===== src/rtl/clock_ctrl.sv =====
// Front-panel controller for the h/m/s clock core: button edge detect, run/select FSM,
// field clear pulses, latched alarm comparator and a blink strobe for the selected field.
module clock_ctrl #(
   parameter int P_SEC_BIT   = 6,
   parameter int P_HOUR_BIT  = 5,
   parameter int P_BLINK_DIV = 25_000_000
) (
   input  logic                  clk,
   input  logic                  reset,
   input  logic                  btn_start,
   input  logic                  btn_mode,
   input  logic                  btn_clr,
   input  logic                  alarm_en,
   input  logic [P_SEC_BIT-1:0]  i_alarm_min,
   input  logic [P_HOUR_BIT-1:0] i_alarm_hour,
   input  logic [P_SEC_BIT-1:0]  sec,
   input  logic [P_SEC_BIT-1:0]  min,
   input  logic [P_HOUR_BIT-1:0] hour,
   output logic                  en,
   output logic                  reset_s,
   output logic                  reset_m,
   output logic                  reset_h,
   output logic                  reset_all,
   output logic [1:0]            sel,
   output logic                  blink,
   output logic                  alarm
);

   localparam int CW = (P_BLINK_DIV > 2) ? $clog2(P_BLINK_DIV) : 1;

   typedef enum logic [2:0] {STOP, RUN, SEL_S, SEL_M, SEL_H} state_t;

   state_t                 state, state_n;
   logic                   start_q, mode_q, clr_q, armed;
   logic                   start_p, mode_p, clr_p;
   logic [1:0]             sel_n;
   logic [P_SEC_BIT-1:0]   sec_q;
   logic [CW-1:0]          blink_cnt;
   logic                   alarm_set, alarm_clr;

   // armed masks the first edge after reset so a button already held is only resampled
   always_ff @(posedge clk or posedge reset) begin
      if (reset) begin
         start_q <= 1'b0;
         mode_q  <= 1'b0;
         clr_q   <= 1'b0;
         armed   <= 1'b0;
         sec_q   <= '0;
      end else begin
         start_q <= btn_start;
         mode_q  <= btn_mode;
         clr_q   <= btn_clr;
         armed   <= 1'b1;
         sec_q   <= sec;
      end
   end

   always_comb begin
      start_p = armed & btn_start & ~start_q;
      mode_p  = armed & btn_mode & ~mode_q & ~start_p;
      clr_p   = armed & btn_clr & ~clr_q & ~start_p & ~mode_p;
   end

   always_comb begin
      state_n = state;
      if (start_p) begin
         state_n = (state == RUN) ? STOP : RUN;
      end else if (mode_p) begin
         case (state)
            STOP:    state_n = SEL_S;
            SEL_S:   state_n = SEL_M;
            SEL_M:   state_n = SEL_H;
            SEL_H:   state_n = STOP;
            default: state_n = state;
         endcase
      end
      case (state_n)
         SEL_S:   sel_n = 2'd1;
         SEL_M:   sel_n = 2'd2;
         SEL_H:   sel_n = 2'd3;
         default: sel_n = 2'd0;
      endcase
   end

   // clr_p is only set when no start/mode press, so the state holds during a clear
   always_ff @(posedge clk or posedge reset) begin
      if (reset) begin
         state     <= STOP;
         en        <= 1'b0;
         sel       <= 2'd0;
         reset_s   <= 1'b0;
         reset_m   <= 1'b0;
         reset_h   <= 1'b0;
         reset_all <= 1'b0;
      end else begin
         state     <= state_n;
         en        <= (state_n == RUN);
         sel       <= sel_n;
         reset_all <= clr_p & (state == STOP);
         reset_s   <= clr_p & (state == SEL_S);
         reset_m   <= clr_p & (state == SEL_M);
         reset_h   <= clr_p & (state == SEL_H);
      end
   end

   always_comb begin
      alarm_set = (state == RUN) & alarm_en & (hour == i_alarm_hour) &
                  (min == i_alarm_min) & (sec == '0) & (sec_q != '0);
      alarm_clr = ~alarm_en | clr_p | start_p;
   end

   always_ff @(posedge clk or posedge reset) begin
      if (reset) begin
         alarm <= 1'b0;
      end else if (alarm_clr) begin
         alarm <= 1'b0;
      end else if (alarm_set) begin
         alarm <= 1'b1;
      end
   end

   // uses the next sel so the restart lands on the same edge as the field change
   always_ff @(posedge clk or posedge reset) begin
      if (reset) begin
         blink_cnt <= '0;
         blink     <= 1'b0;
      end else if ((sel_n == 2'd0) || (sel_n != sel)) begin
         blink_cnt <= '0;
         blink     <= 1'b0;
      end else if (blink_cnt == CW'(P_BLINK_DIV - 1)) begin
         blink_cnt <= '0;
         blink     <= ~blink;
      end else begin
         blink_cnt <= blink_cnt + 1'b1;
      end
   end

endmodule


===== config.mk =====
export PLATFORM = sky130hd
export DESIGN_NAME = clock_ctrl
export DESIGN_NICKNAME = d
export VERILOG_FILES = /design/src/rtl/clock_ctrl.sv
export SDC_FILE = /design/constraint.sdc
export NUM_CORES = 1
export LEC_CHECK = 0
export CAP_MARGIN = 20
export CORE_MARGIN = 4
export CORE_UTILIZATION = 58
export CTS_BUF_LIST = sky130_fd_sc_hd__clkbuf_2 sky130_fd_sc_hd__clkbuf_4 sky130_fd_sc_hd__clkbuf_8
export DETAILED_ROUTE_END_ITERATION = 8
export PLACE_DENSITY = 0.91
export RECOVER_POWER = 100
export SLEW_MARGIN = 40
export SYNTH_ARGS = -nofsm -noshare
export SYNTH_HDL_FRONTEND = slang
export SYNTH_SLANG_ARGS = --single-unit
export TNS_END_PERCENT = 5

===== constraint.sdc =====
create_clock -name clk -period 3.63 [get_ports clk]
set_input_delay 0.5445 -clock clk [delete_from_list [all_inputs] [get_ports clk]]
set_output_delay 0.5445 -clock clk [all_outputs]
set_load 0.1 [all_outputs]

Word-level counts from Yosys, hierarchy flattened
Cells that the tools add are included.

word-level totals
  register bits after elaboration = 47
  input bits = 34
  logic and storage cells = 73
  output and inout bits = 9

operators by class
  equality and inequality tests = 12
  $add $sub $neg = 1
  bitwise operators = 27
  reduce and logical (&&, ||, !) cells = 7
  mux-type cells = 11

operators with widths
  operator                                              number
  two-way mux 25 bit                                    2
  adder 25 x 1 -> 25 bit (second input constant)        1
  equality test 25 bit (second input constant)          1
  AND 1 bit                                             18
  equality test 3 x 2 -> 1 bit (second input constant)  4
  case mux 3 bit (4 select lines)                       1
  NOT 1 bit                                             7
  equality test 3 x 1 -> 1 bit (second input constant)  2
  equality test 3 bit (second input constant)           2
  equality test 6 bit                                   1
  logical NOT 6 bit                                     1
  two-way mux 3 bit                                     2
  case mux 2 bit (3 select lines)                       1
  nonzero test 6 bit                                    1
  equality test 5 bit                                   1
  two-way mux 1 bit                                     5
  nonzero test 2 bit                                    2
  logical NOT 3 bit                                     1
  logical NOT 2 bit                                     1
  != test 2 bit                                         1
  bitwise OR 1 bit                                      2
  logical OR 1 bit                                      1

Logic depth before layout (Yosys ltp)
  word-level depth = 11
  gate-level depth with buffers = 7
  mapped depth without buffers = 6

Worst setup path after synthesis
No wires, ideal clock.

  kind = register to register
  start point = register sel[0]
  end point = register blink_cnt[16]
  required time = 3,509 ps
  library setup time = 121 ps
  period minus slack after synthesis = 2,145 ps
  path slack = 1,485 ps
  buffers on the path = 1
  data arrival time = 2,024 ps
  cell stages (with the launch flop) = 7
  cell sequence = dfrtp_1 -> and4b_1 -> o21ai_0 -> a31oi_1 -> o21ai_2 -> buf_2 -> nor2_1

on the way
  word-level cells in the longest chain between the ends = 3

ends and longest elaborated chain
  element                 RTL line  RTL
  from (decl)             24        output logic [1:0] sel,
  from (signal assigned)  98        sel <= sel_n;
  != test 2 bit           127       end else if ((sel_n == 2'd0) || (sel_n != sel)) begin
  logical OR 1 bit        127
  two-way mux 25 bit      127
  to (signal assigned)    134       blink_cnt <= blink_cnt + 1'b1;
  to (decl)               38        logic [CW-1:0] blink_cnt;

No other way between the ends.
A chain may end at the register's enable or synchronous reset.

Worst setup path in the final report
  start point = input btn_start
  end point = register en

on the way
  word-level cells in the longest chain between the ends = 7

ends and longest elaborated chain
  element                         RTL line  RTL
  from (decl)                     10        input logic btn_start,
  AND 1 bit * (2 in series)       59        start_p = armed & btn_start & ~start_q;
  NOT 1 bit                       60        mode_p = armed & btn_mode & ~mode_q & ~start_p;
  AND 1 bit                       60
  two-way mux 3 bit               68        end else if (mode_p) begin
  two-way mux 3 bit *             66        if (start_p) begin
  named net state_n[0]            33        state_t state, state_n;
  equality test 3 x 1 -> 1 bit *  97        en <= (state_n == RUN);
  to (signal assigned)            97
  to (decl)                       19        output logic en,

The timed path passes the listed nets; every way through them passes the cells marked *.

==> out/results.txt <==
Clk sinks - 47
Final nets - 304
Die height - 70.8 µm
RSZ-0062 raised after global routing - no
Die ar. - 0.00502 mm²
Worst EP arrival - 2460 ps
CP Launch Type - primary input
# DRC - 0
Max clock buf depth - 2
H-tree Lvls - 2
Seq/Total Area, Yosys - 51.4%
Final min period - 2230 ps
Total leakage power - 1.07 nW
Failing checks - capacitance limit, slew limit
Crit-path leading delay family - simple AND/OR/NAND/NOR gates
Sequential Area - 0.00118 mm²
Main synth FF type - dfrtp_1
Critical path class - primary input to register
Hold path depth - 1
Post-CTS Setup Inserts - 0
Placer Congestion - 0.813
Slew headroom - -31.4%
CTS resizes - 0
Post-Syn Nets - 262
Count leader, synth - dfrtp_1
Max Freq - 448 MHz
Mean Syn Cell Area - 10.1 µm²
GRT Util Overall - 19.9%
Power per Cell Area - 381 mW/mm²
Io pins - 43
# hold bufs at CTS - 0
Fill cells - 290
CTS tree - yes
Synth Warn # - 0
PortBufs - 42
Async S/R FF share, synth - 100%
Ratio of cells with drive above 1 in the final layout - 5.20%
CTS clk-pin slew, worst paths - 90 ps
Fin cells - 317
Antenna diode count - 0
Row Count - 22
Total placed cells including tap cells - 310
Remaining antenna violation count - 0
Grt ovf - 0
Final Hold Fails - 0
Post-layout instance area - 0.00277 mm²
Worst Setup End Kind - register
FF-to-FF path depth - 6
Post-synth top area cell - dfrtp_1
Run status - finished, violations left
Average wire per standard cell - 14.6 µm
Largest net degree at the start of global routing - 48
Total wire length - 4640 µm
Worst path bufs/invs - 1
Max cap viols - 1
Slew Limit Fails - 48
Slew @ Worst Pin - 1960 ps
Core ar. - 0.00374 mm²
Worst Path Max Fanout - 12
Post-synth top cells - dfrtp_1 (47), nor2_1 (34), xnor2_1 (22)
Crit-path cells - dlygate4sd3_1 > nand2b_1 > nor2_1 > a211oi_1 > a21oi_1 > nor3b_1
Final HPWL DP - 3370 µm
Main area contributors after synthesis - dfrtp_1 (51%), xnor2_1 (8.4%), nor2_1 (5.6%)
Global-route wire length before repair - 7910 µm
Setup violations, final - 0
Initial drt markers - 105
Clk_skew - 9.74 ps
Initial Util - 61.2%
Slowest cell on crit path - nor2_1
Cell variety after synth - 40
Worst Hold Slack - 505 ps
TritonRoute pass-1 iters - 4
Post-synth EDFFs - 0
Syn-to-layout area delta - 21.1%
Initial antenna violation count - 0
DIE WIDTH - 70.8 µm
Max IR drop VDD - 0.000404 V
Critical path depth in cells - 6
Setup TNS Final - 0 ps
CP peak stage delay - 630 ps
Clock latency on the worst-skew pair - 310 ps
DR vias - 1,800
Mapped Cells - 227
Number of synthesized register bits - 47
Hold WC Path Type - register to register
Area of the multi-input gates - 0.00106 mm²
Cell Area, Placed - 0.00270 mm²
Crit path required time - 3850 ps
Final period util - 61.5%
Number of CTS-inserted buffers - 5
Synth top area share - 51.4%
Via count of the first global-routing pass - 1,807
Mapped cell area - 0.00229 mm²
Via density - 5.68
CTS root buffer - clkbuf_8
## report_power, final
group | internal (mW) | leakage [nW] | switching (mW)
clock | 0.150 | 0.0470 | 0.174
combinational | 0.0632 | 0.403 | 0.0970
sequential | 0.542 | 0.623 | 0.0326
## path summary, 6_finish.rpt
path	slack [ps]	startpoint	to
max reg2reg	1550	blink_cnt[0]$_DFF_PP0_	blink_cnt[22]$_DFF_PP0_
min	510	blink_cnt[0]$_DFF_PP0_	blink_cnt[0]$_DFF_PP0_
min in group asynchronous	1190	reset	blink_cnt[3]$_DFF_PP0_
max in group asynchronous	1540	reset	blink_cnt[12]$_DFF_PP0_
max	1400	btn_start	en$_DFF_PP0_
min reg2reg	510	blink_cnt[0]$_DFF_PP0_	blink_cnt[0]$_DFF_PP0_
## worst register-to-register path: cells and delay by family (launching register included)
kind | cells | cell delay (ps)
and+or+nand+nor | 3 | 1020
DFF | 1 | 400
adders and majority gates | 1 | 310
xor gates and xnor gates | 1 | 150
buffers and inverters | 1 | 60
## cell usage in the layout (no fill, tap or decap), types with 2 or more instances in the layout
| master | n |
|---|---|
| nor4_1 | 5 |
| nand2_1 | 13 |
| nand3b_1 | 2 |
| nor2_1 | 34 |
| xnor2_1 | 22 |
| dfrtp_1 | 47 |
| nand3_1 | 14 |
| xor2_1 | 14 |
| dlygate4sd3_1 | 10 |
| nor4bb_1 | 3 |
| and3_1 | 4 |
| o21ai_0 | 6 |
| clkdlybuf4s50_1 | 23 |
| nor3_2 | 2 |
| clkbuf_1 | 9 |
| nor3_1 | 10 |
| a21oi_1 | 4 |
| clkbuf_8 | 6 |
| nand4_1 | 10 |
| inv_1 | 5 |
| and4_1 | 3 |
## final cells by class
type,instances,area share [%]
inverter,6,0.857
multi-input combinational,167,38.3
clock inverter,1,0.180
clock buffer,6,2.98
timing repair buffer,42,13.1
sequential,47,42.4
tap,48,2.17
## cells by family after synthesis
family / share of synthesized area (%)
simple gates: 27.2
flops: 51.4
xor+xnor: 13.8
compound gates: 4.70
buf+inv: 2.24
fa+ha+maj: 0.546
other cells: 0.164
## metal layers
layer / up-vias / track usage, % / wire [µm]
met3: 8 / 5.40 / 258
met5: - / 0 / 0
met4: 0 / 6.68 / 76
met1: 864 / 25.1 / 2000
li1: 870 / - / -
met2: 58 / 33.1 / 2310
## state kept, by name, summed over array words and instances, names as in the netlist, 2 cells and up
signal / flops
sel: 2
sec_q: 6
state: 3
blink_cnt: 25
## through the flow
stage	power (mW)	util (%)	worst slack [ps]
finish	1.06	74.1	1400
global route	1.09	74.1	1120
global placement	0.752	73.2	1230
detailed placement	0.748	72.1	1170
CTS	1.07	74.4	1440
floorplan	0.687	-	1490
No activity file was read; power rests on OpenSTA's default activity.
